File: config.mk
export PLATFORM = sky130hd
export DESIGN_NAME = q_bank
export DESIGN_NICKNAME = d
export VERILOG_FILES = /design/src/rtl/qbank_pkg.sv /design/src/rtl/qbank_lfsr.sv /design/src/rtl/q_bank.sv
export SDC_FILE = /design/constraint.sdc
export NUM_CORES = 1
export LEC_CHECK = 0
export CAP_MARGIN = 20
export CORE_ASPECT_RATIO = 1.2
export CORE_MARGIN = 2
export CORE_UTILIZATION = 44
export DETAILED_ROUTE_END_ITERATION = 16
export PLACE_DENSITY = 0.75
export SLEW_MARGIN = 20
export SYNTH_ARGS = -nofsm -noshare
export SYNTH_HDL_FRONTEND = slang
export SYNTH_SLANG_ARGS = --single-unit
File: constraint.sdc
create_clock -name CLK -period 2.1 [get_ports CLK]
set_clock_uncertainty 0.2 [all_clocks]
set_input_delay 0.21 -clock CLK [delete_from_list [all_inputs] [get_ports CLK]]
set_output_delay 0.21 -clock CLK [all_outputs]
set_load 0.05 [all_outputs]
File: src/rtl/qbank_pkg.sv
// Shared types and constants for the question bank: table entry layout,
// prime-factor codes, FSM state encoding, LFSR constants and the default table.
package qbank_pkg;

    // Field widths of the stored default table
    localparam int DEF_DEPTH   = 16;
    localparam int DEF_LEVEL_W = 2;
    localparam int DEF_DIGITS  = 3;
    localparam int DEF_FACTORS = 3;

    // Galois LFSR, right-shifting form of x^8+x^6+x^5+x^4+1
    localparam logic [7:0] LFSR_SEED = 8'hA5;
    localparam logic [7:0] LFSR_TAPS = 8'hB8;

    // Prime-factor codes; 0 pads unused answer nibbles
    localparam logic [3:0] P_NONE = 4'd0;
    localparam logic [3:0] P_2    = 4'd1;
    localparam logic [3:0] P_3    = 4'd2;
    localparam logic [3:0] P_5    = 4'd3;
    localparam logic [3:0] P_7    = 4'd4;
    localparam logic [3:0] P_11   = 4'd5;
    localparam logic [3:0] P_13   = 4'd6;
    localparam logic [3:0] P_17   = 4'd7;
    localparam logic [3:0] P_19   = 4'd8;
    localparam logic [3:0] P_23   = 4'd9;

    typedef struct packed {
        logic [DEF_LEVEL_W-1:0]   level;
        logic [4*DEF_DIGITS-1:0]  problem;
        logic [4*DEF_FACTORS-1:0] answer;
    } qentry_t;

    typedef enum logic [1:0] {
        IDLE   = 2'd0,
        SEARCH = 2'd1,
        DONE   = 2'd2
    } state_t;

    // 30 = 2*3*5, 27 = 3*3*3, 42 = 2*3*7
    localparam qentry_t ENT_A = '{level: 2'd0, problem: 12'h030, answer: {P_2, P_3, P_5}};
    localparam qentry_t ENT_B = '{level: 2'd0, problem: 12'h027, answer: {P_3, P_3, P_3}};
    localparam qentry_t ENT_C = '{level: 2'd1, problem: 12'h042, answer: {P_2, P_3, P_7}};

    localparam qentry_t DEFAULT_TABLE [DEF_DEPTH] = '{
        ENT_A, ENT_B, ENT_C, ENT_A, ENT_B, ENT_C, ENT_A, ENT_B,
        ENT_C, ENT_A, ENT_B, ENT_C, ENT_A, ENT_B, ENT_C, ENT_A
    };

endpackage

File: src/rtl/qbank_lfsr.sv
// Free-running 8-bit Galois LFSR; exposes its low OUT_W bits as a start pointer.
module qbank_lfsr
    import qbank_pkg::*;
#(
    parameter int OUT_W = 4
) (
    input  logic             clk_i,
    input  logic             rst_i,
    output logic [OUT_W-1:0] ptr_o
);

    logic [7:0] lfsr_q;
    logic [7:0] lfsr_d;

    // Next state: shift right, fold the taps in when a one drops out
    always_comb begin
        lfsr_d = lfsr_q[0] ? ((lfsr_q >> 1) ^ LFSR_TAPS) : (lfsr_q >> 1);
    end

    // State register; advances on every non-reset cycle
    always_ff @(posedge clk_i) begin
        // NOTE: clocked state uses <= so every register samples pre-edge values.
        if (rst_i) begin
            lfsr_q <= LFSR_SEED;
        end else begin
            lfsr_q <= lfsr_d;
        end
    end

    assign ptr_o = lfsr_q[OUT_W-1:0];

endmodule

File: src/rtl/q_bank.sv
// Question bank: on a request, scans a constant table from a pseudo-random
// start pointer, one entry per cycle, and issues the first entry whose level
// matches. Optional feature macro QBANK_NOREPEAT_EN: skip the last issued
// entry unless it turns out to be the only match.
module q_bank
    import qbank_pkg::*;
#(
    parameter int DEPTH   = 16,
    parameter int DIGITS  = 3,
    parameter int FACTORS = 3,
    parameter int LEVEL_W = 2
) (
    input  logic                     CLK,
    input  logic                     RST,
    input  logic                     OK,
    input  logic [LEVEL_W-1:0]       LEVEL,
    output logic [4*DIGITS-1:0]      QUESTION,
    output logic [4*FACTORS-1:0]     ANSWER,
    output logic [$clog2(DEPTH)-1:0] Q_INDEX,
    output logic                     VALID,
    output logic                     BUSY,
    output logic                     MISS
);

    localparam int QW = 4 * DIGITS;
    localparam int AW_ANS = 4 * FACTORS;
    localparam int AW = $clog2(DEPTH);
    localparam logic [AW-1:0] CNT_LAST = AW'(DEPTH - 1);

    // Constant table, built by repeating the default table
    logic [LEVEL_W-1:0] tbl_level   [DEPTH];
    logic [QW-1:0]      tbl_problem [DEPTH];
    logic [AW_ANS-1:0]  tbl_answer  [DEPTH];

    // NOTE: the table is pure constants, so there is no storage to reset.
    for (genvar gi = 0; gi < DEPTH; gi++) begin : g_tbl
        localparam qentry_t ENT = DEFAULT_TABLE[gi % DEF_DEPTH];
        assign tbl_level[gi]   = LEVEL_W'(ENT.level);
        assign tbl_problem[gi] = QW'(ENT.problem);
        assign tbl_answer[gi]  = AW_ANS'(ENT.answer);
    end

    logic [AW-1:0] lfsr_ptr;

    qbank_lfsr #(.OUT_W(AW)) u_lfsr (
        .clk_i (CLK),
        .rst_i (RST),
        .ptr_o (lfsr_ptr)
    );

    state_t             state_q, state_d;
    logic [AW-1:0]      ptr_q, ptr_d;
    logic [AW-1:0]      cnt_q, cnt_d;
    logic [LEVEL_W-1:0] level_q, level_d;
    logic [QW-1:0]      question_q, question_d;
    logic [AW_ANS-1:0]  answer_q, answer_d;
    logic [AW-1:0]      index_q, index_d;
    logic               valid_q, valid_d;
    logic               miss_q, miss_d;

    logic               hit;
    logic               load;
    logic [AW-1:0]      load_idx;

`ifdef QBANK_NOREPEAT_EN
    logic [AW-1:0]      last_q, last_d;
    logic               last_vld_q, last_vld_d;
    logic               skip_hit_q, skip_hit_d;
    logic               skip_now;
`endif

    // Next-state and output-register logic for the IDLE/SEARCH/DONE FSM
    always_comb begin
        // NOTE: every variable gets a default first so no path infers a latch.
        state_d    = state_q;
        ptr_d      = ptr_q;
        cnt_d      = cnt_q;
        level_d    = level_q;
        question_d = question_q;
        answer_d   = answer_q;
        index_d    = index_q;
        valid_d    = valid_q;
        miss_d     = miss_q;
        load       = 1'b0;
        load_idx   = ptr_q;
        hit        = (tbl_level[ptr_q] == level_q);
`ifdef QBANK_NOREPEAT_EN
        last_d     = last_q;
        last_vld_d = last_vld_q;
        skip_hit_d = skip_hit_q;
        skip_now   = last_vld_q && (ptr_q == last_q);
`endif

        case (state_q)
            IDLE, DONE: begin
                if (OK) begin
                    level_d = LEVEL;
                    ptr_d   = lfsr_ptr;
                    cnt_d   = '0;
                    valid_d = 1'b0;
                    miss_d  = 1'b0;
                    state_d = SEARCH;
`ifdef QBANK_NOREPEAT_EN
                    skip_hit_d = 1'b0;
`endif
                end
            end
            SEARCH: begin
`ifdef QBANK_NOREPEAT_EN
                if (hit && skip_now) begin
                    skip_hit_d = 1'b1;
                end
                if (hit && !skip_now) begin
                    load = 1'b1;
                end else if (cnt_q == CNT_LAST) begin
                    if (skip_hit_q || (hit && skip_now)) begin
                        // The skipped entry was the only match: issue it anyway
                        load     = 1'b1;
                        load_idx = last_q;
                    end else begin
                        miss_d  = 1'b1;
                        state_d = IDLE;
                    end
                end else begin
                    ptr_d = ptr_q + 1'b1;
                    cnt_d = cnt_q + 1'b1;
                end
`else
                if (hit) begin
                    load = 1'b1;
                end else if (cnt_q == CNT_LAST) begin
                    miss_d  = 1'b1;
                    state_d = IDLE;
                end else begin
                    ptr_d = ptr_q + 1'b1;
                    cnt_d = cnt_q + 1'b1;
                end
`endif
            end
            default: begin
                state_d = IDLE;
            end
        endcase

        if (load) begin
            question_d = tbl_problem[load_idx];
            answer_d   = tbl_answer[load_idx];
            index_d    = load_idx;
            valid_d    = 1'b1;
            state_d    = DONE;
`ifdef QBANK_NOREPEAT_EN
            last_d     = load_idx;
            last_vld_d = 1'b1;
`endif
        end
    end

    // State and output registers; reset wins over any request
    always_ff @(posedge CLK) begin
        if (RST) begin
            state_q    <= IDLE;
            ptr_q      <= '0;
            cnt_q      <= '0;
            level_q    <= '0;
            question_q <= '0;
            answer_q   <= '0;
            index_q    <= '0;
            valid_q    <= 1'b0;
            miss_q     <= 1'b0;
`ifdef QBANK_NOREPEAT_EN
            last_q     <= '0;
            last_vld_q <= 1'b0;
            skip_hit_q <= 1'b0;
`endif
        end else begin
            state_q    <= state_d;
            ptr_q      <= ptr_d;
            cnt_q      <= cnt_d;
            level_q    <= level_d;
            question_q <= question_d;
            answer_q   <= answer_d;
            index_q    <= index_d;
            valid_q    <= valid_d;
            miss_q     <= miss_d;
`ifdef QBANK_NOREPEAT_EN
            last_q     <= last_d;
            last_vld_q <= last_vld_d;
            skip_hit_q <= skip_hit_d;
`endif
        end
    end

    assign QUESTION = question_q;
    assign ANSWER   = answer_q;
    assign Q_INDEX  = index_q;
    assign VALID    = valid_q;
    assign MISS     = miss_q;
    assign BUSY     = (state_q == SEARCH);

endmodule

==> results of run 1 <==
## cell type report
type | instances | area, sq um | share of cell area (%)
Inverter | 5 | 18.8 | 0.881
Timing Repair Buffer | 49 | 442 | 20.7
Clock buffer | 8 | 80.1 | 3.76
Sequential cell | 33 | 663 | 31.1
Multi-Input combinational cell | 126 | 881 | 41.3
Tap cell | 37 | 46.3 | 2.17
## layer usage
metal / wire (microns) / global-route usage (%) / vias up / part of all wire (%)
li1: - / - / 661 / -
met1: 1600 / 21.2 / 653 / 43
met2: 2020 / 30.9 / 28 / 54
met3: 108 / 5.44 / 4 / 2.9
met4: 29 / 6.46 / 0 / 0.77
met5: 0 / 0 / - / 0
## worst max-delay path, stage by stage, from the launching register on
cell                      delay [ns]
sky130_fd_sc_hd__dfxtp_2        0.35
sky130_fd_sc_hd__inv_2          0.06
sky130_fd_sc_hd__ha_4           0.24
sky130_fd_sc_hd__mux2i_2        0.18
sky130_fd_sc_hd__mux2i_2        0.11
sky130_fd_sc_hd__buf_4          0.15
sky130_fd_sc_hd__mux2_4         0.31
sky130_fd_sc_hd__or4_4          0.41
sky130_fd_sc_hd__a21oi_2        0.13
## synth_stat cells (2+ instances only)
master / instances / area (sq um)
sky130_fd_sc_hd__nor2b_1: 3 / 18.8
sky130_fd_sc_hd__nand2b_1: 4 / 25.0
sky130_fd_sc_hd__ha_1: 4 / 50.1
sky130_fd_sc_hd__nor3_1: 4 / 20.0
sky130_fd_sc_hd__or2_2: 3 / 18.8
sky130_fd_sc_hd__dfxtp_1: 33 / 661
sky130_fd_sc_hd__a21oi_1: 20 / 100
sky130_fd_sc_hd__nor2_1: 8 / 30.0
sky130_fd_sc_hd__buf_4: 17 / 128
sky130_fd_sc_hd__inv_1: 4 / 15.0
sky130_fd_sc_hd__o2111ai_1: 2 / 17.5
sky130_fd_sc_hd__and2_1: 2 / 12.5
sky130_fd_sc_hd__xnor2_1: 3 / 26.3
sky130_fd_sc_hd__mux2i_2: 3 / 41.3
sky130_fd_sc_hd__o21ai_1: 5 / 25.0
sky130_fd_sc_hd__o21ai_0: 4 / 20.0
sky130_fd_sc_hd__nand2_1: 23 / 86.3
sky130_fd_sc_hd__o31ai_1: 2 / 15.0
sky130_fd_sc_hd__o211ai_1: 2 / 15.0
sky130_fd_sc_hd__clkbuf_1: 5 / 18.8
sky130_fd_sc_hd__nor3b_1: 2 / 15.0
sky130_fd_sc_hd__buf_2: 2 / 10.0
sky130_fd_sc_hd__nand3_1: 3 / 15.0
## power by group
group          internal [mW]  switching, mW  total, mW
Clock                  0.235          0.218      0.453
Sequential             0.695         0.0592      0.754
Combinational          0.368          0.506      0.874
## state kept, by name, indices dropped and copies added (netlist names)
register	flops
VALID	1
MISS	1
state_q	2
QUESTION	2
Q_INDEX	4
load_idx	4
cnt_q	4
ANSWER	5
level_q	2
u_lfsr.lfsr_q	8
## worst paths after layout
| kind | from | to | depth (start not counted) |
|---|---|---|---|
| max | load_idx[0]$_SDFFE_PP0P_ | cnt_q[3]$_SDFFE_PP0P_ | 8 |
| min | u_lfsr.lfsr_q[3]$_SDFF_PP0_ | u_lfsr.lfsr_q[2]$_SDFF_PP1_ | 1 |
| max reg2reg | load_idx[0]$_SDFFE_PP0P_ | cnt_q[3]$_SDFFE_PP0P_ | 8 |
| min reg2reg | u_lfsr.lfsr_q[3]$_SDFF_PP0_ | u_lfsr.lfsr_q[2]$_SDFF_PP1_ | 1 |
## logic make-up (layout without fill, tap and decap cells)
kind of cell / after synthesis / after routing / share of synthesized area [%]
AND/OR/NAND/NOR: 59 / 59 / 18.8
AO/OA/AOI/OAI: 42 / 42 / 16.2
flip-flops: 33 / 33 / 42.6
buffers and inverters: 31 / 62 / 12.3
multiplexers: 6 / 6 / 5.00
adder cells (fa/ha/maj): 4 / 4 / 3.23
XOR/XNOR: 3 / 3 / 1.69
other: 1 / 12 / 0.242
## what timing repair did
action | 4_1_cts | 5_1_grt
endpoints found under the setup margin | 5 | 20
gates cloned | 0 | 1
setup buffers | 4 | 3
pin swaps | 3 | 24
gates resized for setup | 5 | 30
==> impl_metrics.tcl, run 1 <==
set metrics [dict create \
    dpl_cell_area_sq_um 1850 \
    timing_worst_setup_path_type "reg -> reg" \
    relSlewSlack_pct 65.8 \
    routabilityCongestion 0.876 \
    worst_hold_slack_ns 0.245 \
    grt_antenna_before_repair 0 \
    postLayoutCellArea_sq_um 2130 \
    syn_inst 179 \
    cts-root-to-sink-buffers 2 \
    worst_ep_arrival_time_ns 2.21 \
    min-delay-path-class "reg -> reg" \
    wire_length_per_cell_after_detailed_routing_microns 14.5 \
    fin_total_pwr_mw 2.08 \
    finalSetupViolCount 13 \
    postSynthAreaPerCell_sq_um 8.67 \
    layout_common_cells "sky130_fd_sc_hd__dfxtp_1 (31), sky130_fd_sc_hd__clkdlybuf4s50_1 (22), sky130_fd_sc_hd__buf_4 (22)" \
    tritoncts "built" \
    gr-usage-all-layers_pct 18.2 \
    cts_root_buf "sky130_fd_sc_hd__clkbuf_8" \
    fp.dieW_microns 58.2 \
    portBuffers 23 \
    initial_utilization_pct 46.1 \
    path_max_fanout 3 \
    postLayoutSetupSlackWorst_ns -0.0914 \
    grt_pass1_wl_microns 5660 \
    layout_min_cycle_time_ns 2.19 \
    maxCapViolations 0 \
    status "complete, but fails checks" \
    power_leakage_nw 0.827 \
    floorplan.die_area_sq_um 4020 \
    drc_errors 0 \
    netlist-cell-type-count 44 \
    fin_cells 258 \
    worst_skew_pair.late_latency_ns 0.28 \
    finish.net_count 229 \
    synth_async_reset_ratio_pct 0 \
    f_max_mhz 456 \
    clk_pin_slew_worst_paths_ns 0.07 \
    route.vias.total 1346 \
    maximum_number_of_pins_on_one_net_before_global_route_repair 20 \
    synth_seq_cells 33 \
    place_inst 242 \
    final_min_period_over_clock_period_pct 104 \
    syn_to_final_growth_pct 37.3 \
    fin_util_pct 63.3 \
    cts_htree_levels 2 \
    placementRows 23 \
    tightestPinTransition_ns 0.510 \
    violations "negative setup slack" \
    yosys_most_used_dff "sky130_fd_sc_hd__dfxtp_1" \
    dpl.hpwl_microns 2470 \
    dp_slack_ns -0.0559 \
    num_io_pins 36 \
    power_density_nw_per_um2 977 \
    critical_path_required_ns 2.12 \
    globalRoute.totalOverflow 0 \
    design.core.area_sq_um 3370 \
    antenna_violating_nets_post_route 0 \
    grt_setup_unrepaired "yes" \
    cp-start-kind "flop" \
    drive_gt1_share_pct 30.3 \
    synth.yosys.warnings 0 \
    chipHeight_microns 69.1 \
    ir_drop_worst_case_vdd_mv 0.601 \
    setup_tns_ns -0.509 \
    timing_max_transition_violations_final 0 \
    synth_edf_count 0 \
    drt-pass1-iter-count 4 \
    synthesis.area_sq_um 1550 \
    final.fill_count 288 \
    via_per_inst 5.22 \
    antenna-diode-count 0 \
    dr.first_iter.drc_count 55 \
    cts_made_buffers 5 \
    hold_buffers 0 \
    final_common_cell "sky130_fd_sc_hd__dfxtp_1" \
    drt_wl_total_microns 3750 \
    cp-end-kind "flop" \
    clkSinkCount 33 \
    final_hold_viol_count 0 \
    rrSetupSlack_ns -0.09 \
    synth.yosys.seq_area_share_pct 42.6 \
    via_count_of_the_first_global_routing_pass 1266 \
]
(Power assumes the default switching activity.)
==> inputs of run 2 (changes only) <==
--- a/config.mk
+++ b/config.mk
@@ -5,12 +5,12 @@
 export SDC_FILE = /design/constraint.sdc
 export NUM_CORES = 1
 export LEC_CHECK = 0
-export CAP_MARGIN = 20
+export ABC_AREA = 1
 export CORE_ASPECT_RATIO = 1.2
 export CORE_MARGIN = 2
 export CORE_UTILIZATION = 44
 export DETAILED_ROUTE_END_ITERATION = 16
-export PLACE_DENSITY = 0.75
+export PLACE_DENSITY = 0.74
 export SLEW_MARGIN = 20
 export SYNTH_ARGS = -nofsm -noshare
 export SYNTH_HDL_FRONTEND = slang
==> impl_metrics.tcl, run 2 <==
set metrics [dict create \
    status "complete, but fails checks" \
    violations "design-rule violations" \
    register_to_register_path_depth 10 \
    antenna_violating_nets_post_route 0 \
    initial_utilization_pct 46.5 \
    final_min_period_over_clock_period_pct 93.0 \
    yosys_most_used_dff "sky130_fd_sc_hd__dfxtp_1" \
    power_leakage_nw 0.890 \
    timing_worst_setup_path_type "reg -> reg" \
    post_cts_resize_count 0 \
    power_density_nw_per_um2 1060 \
    fin_cells 280 \
    rrSetupSlack_ns 0.15 \
    num_io_pins 36 \
    maximum_number_of_pins_on_one_net_before_global_route_repair 19 \
    netSwitchingFraction_pct 38.7 \
    drt-pass1-iter-count 10 \
    path_cells "inv_1 -> ha_1 -> nand2_1 -> nand3_1 -> nand3_1 -> nand4_2 -> buf_4 -> a21oi_1 -> nand2_1 -> nand2_1" \
    synth_seq_cells 33 \
    crit_path_frequent_cell "sky130_fd_sc_hd__nand2_1" \
    synth.yosys.seq_area_share_pct 41.8 \
    largest_reg_flops 8 \
    worst_ep_arrival_time_ns 1.99 \
    cp_slowest_cell "sky130_fd_sc_hd__dfxtp_1" \
    top_register "u_lfsr.lfsr_q" \
    grt_antenna_before_repair 0 \
    drt_wl_total_microns 2950 \
    dpl.hpwl_microns 2150 \
    setup_tns_ns 0 \
    finish.net_count 252 \
    tightestPinTransition_ns 0.502 \
    timing_max_transition_violations_final 0 \
    postSynthAreaPerCell_sq_um 7.25 \
    maxCapViolations 0 \
    relSlewSlack_pct 66.4 \
    layout_min_cycle_time_ns 1.95 \
    netSwitchingPower_uw 773 \
    ir_drop_worst_case_vdd_mv 0.498 \
    place_inst 273 \
    antenna-diode-count 0 \
    routabilityCongestion 0.890 \
    synth_async_reset_ratio_pct 0 \
    syn_inst 218 \
    synth_largest_area_cell "sky130_fd_sc_hd__dfxtp_1" \
    route.vias.total 1313 \
    synthTopCellsByArea "sky130_fd_sc_hd__dfxtp_1 (42%), sky130_fd_sc_hd__nand2_1 (11%), sky130_fd_sc_hd__buf_4 (8.1%)" \
    syn_to_final_growth_pct 19.2 \
    power.share.clock_pct 23.7 \
    p_seq_share_pct 38.8 \
    synthMostInstantiatedCell "sky130_fd_sc_hd__nand2_1" \
    setup.worst_path.start "load_idx[0]$_SDFFE_PP0P_" \
    final_hold_viol_count 0 \
    portBuffers 23 \
    f_max_mhz 512 \
    via_count_of_the_first_global_routing_pass 1213 \
    wire_length_per_cell_after_detailed_routing_microns 10.5 \
    via_per_inst 4.69 \
    layout_common_cells "sky130_fd_sc_hd__nand2_1 (47), sky130_fd_sc_hd__nor2_1 (34), sky130_fd_sc_hd__dfxtp_1 (33)" \
    chipHeight_microns 69.7 \
    worst_hold_slack_ns 0.209 \
    min-delay-path-class "reg -> reg" \
    r2r-start "load_idx[0]$_SDFFE_PP0P_" \
    postLayoutCellArea_sq_um 1880 \
    hold_buffers 0 \
    final_common_cell "sky130_fd_sc_hd__nand2_1" \
    critical_path_required_ns 2.13 \
    fin_util_pct 55.5 \
    worst_skew_pair.late_latency_ns 0.28 \
    placementRows 23 \
    cp-start-kind "flop" \
    fin_total_pwr_mw 2.00 \
    synth_top_cell_area_share_pct 41.8 \
    finalSetupViolCount 0 \
    power.internal_mw 1.23 \
    cts_root_buf "sky130_fd_sc_hd__clkbuf_8" \
    cts_htree_levels 2 \
    comb_power_share_pct 37.5 \
    clkSinkCount 33 \
    grt_setup_unrepaired "no" \
    path_max_fanout 7 \
    synthTopCellsByCount "sky130_fd_sc_hd__nand2_1 (47), sky130_fd_sc_hd__nor2_1 (34), sky130_fd_sc_hd__dfxtp_1 (33), sky130_fd_sc_hd__inv_1 (24), sky130_fd_sc_hd__buf_4 (17)" \
    synth.yosys.warnings 0 \
    drc_errors 4 \
    grt_pass1_wl_microns 4980 \
    cts_made_buffers 5 \
    post_cts_buffers 0 \
    netlist-cell-type-count 23 \
    gr-usage-all-layers_pct 15.9 \
    synth_edf_count 0 \
    dr.first_iter.drc_count 46 \
    cp_slowest_stage_delay_ns 0.34 \
    cp-end-kind "flop" \
    clk_pin_slew_worst_paths_ns 0.06 \
    critPathCapture "QUESTION[1]$_SDFFE_PP0P_" \
    synthesis.area_sq_um 1580 \
    postLayoutSetupSlackWorst_ns 0.148 \
    tritoncts "built" \
    worst_r2r_endpoint "QUESTION[1]$_SDFFE_PP0P_" \
    globalRoute.totalOverflow 0 \
    dp_slack_ns 0.0960 \
    design.core.area_sq_um 3400 \
    drive_gt1_share_pct 8.64 \
    floorplan.die_area_sq_um 4090 \
    cts-root-to-sink-buffers 2 \
    dpl_cell_area_sq_um 1790 \
    fp.dieW_microns 58.7 \
]
run 2: worst min-delay path by stage:
stage                                           start                           to  slack (ns)  cells after the start
after floorplan                                   RST  u_lfsr.lfsr_q[0]$_SDFF_PP1_        0.11                      1
after global placement    u_lfsr.lfsr_q[7]$_SDFF_PP1_  u_lfsr.lfsr_q[6]$_SDFF_PP0_        0.20                      2
after detailed placement  u_lfsr.lfsr_q[7]$_SDFF_PP1_  u_lfsr.lfsr_q[6]$_SDFF_PP0_        0.20                      2
after CTS                 u_lfsr.lfsr_q[7]$_SDFF_PP1_  u_lfsr.lfsr_q[6]$_SDFF_PP0_        0.21                      2
after global routing      u_lfsr.lfsr_q[7]$_SDFF_PP1_  u_lfsr.lfsr_q[6]$_SDFF_PP0_        0.25                      2
final                     u_lfsr.lfsr_q[7]$_SDFF_PP1_  u_lfsr.lfsr_q[6]$_SDFF_PP0_        0.21                      2
run 2: logic make-up (layout without fill, tap and decap cells):
family                     Yosys count  count (layout)  synth area share (%)
DFF                                 33              33                  41.8
other                                1              12                 0.237
muxes                                1               1                 0.633
AOI/OAI and AO/OA                   25              25                  8.39
adders and majority gates            4               4                  3.17
xor gates and xnor gates             3               3                  1.66
and+or+nand+nor                    101             101                  26.6
buffers and inverters               50              64                  17.5
run 2: metal layers:
metal / global-route usage (%) / share of wire (%)
met1: 17.7 / 43
met2: 26.3 / 50
met3: 5.04 / 4.9
met4: 8.33 / 2.4
met5: 0 / 0
run 2: area by class of cell:
cell class / instances / area [sq um]
multi-input combinational: 146 / 689
inverter: 26 / 100
timing repair buffer: 31 / 300
tap: 37 / 46.3
fill: 342 / 1510
clock buffer: 7 / 86.3
sequential: 33 / 661
run 2: worst max-delay path: cells and delay by family (launching register included):
kind	cells	cell delay, ns
compound gates	1	0.20
fa+ha+maj	1	0.33
flops	1	0.34
simple gates	6	0.57
buf+inv	2	0.27
run 2: power groups by stage:
stage	combinational (mW)	clock, mW	sequential, mW
after floorplan	0.475	0	0.904
after global placement	0.739	0	0.788
after detailed placement	0.744	0	0.791
after CTS	0.748	0.489	0.777
after global routing	0.827	0.506	0.787
final	0.749	0.475	0.775
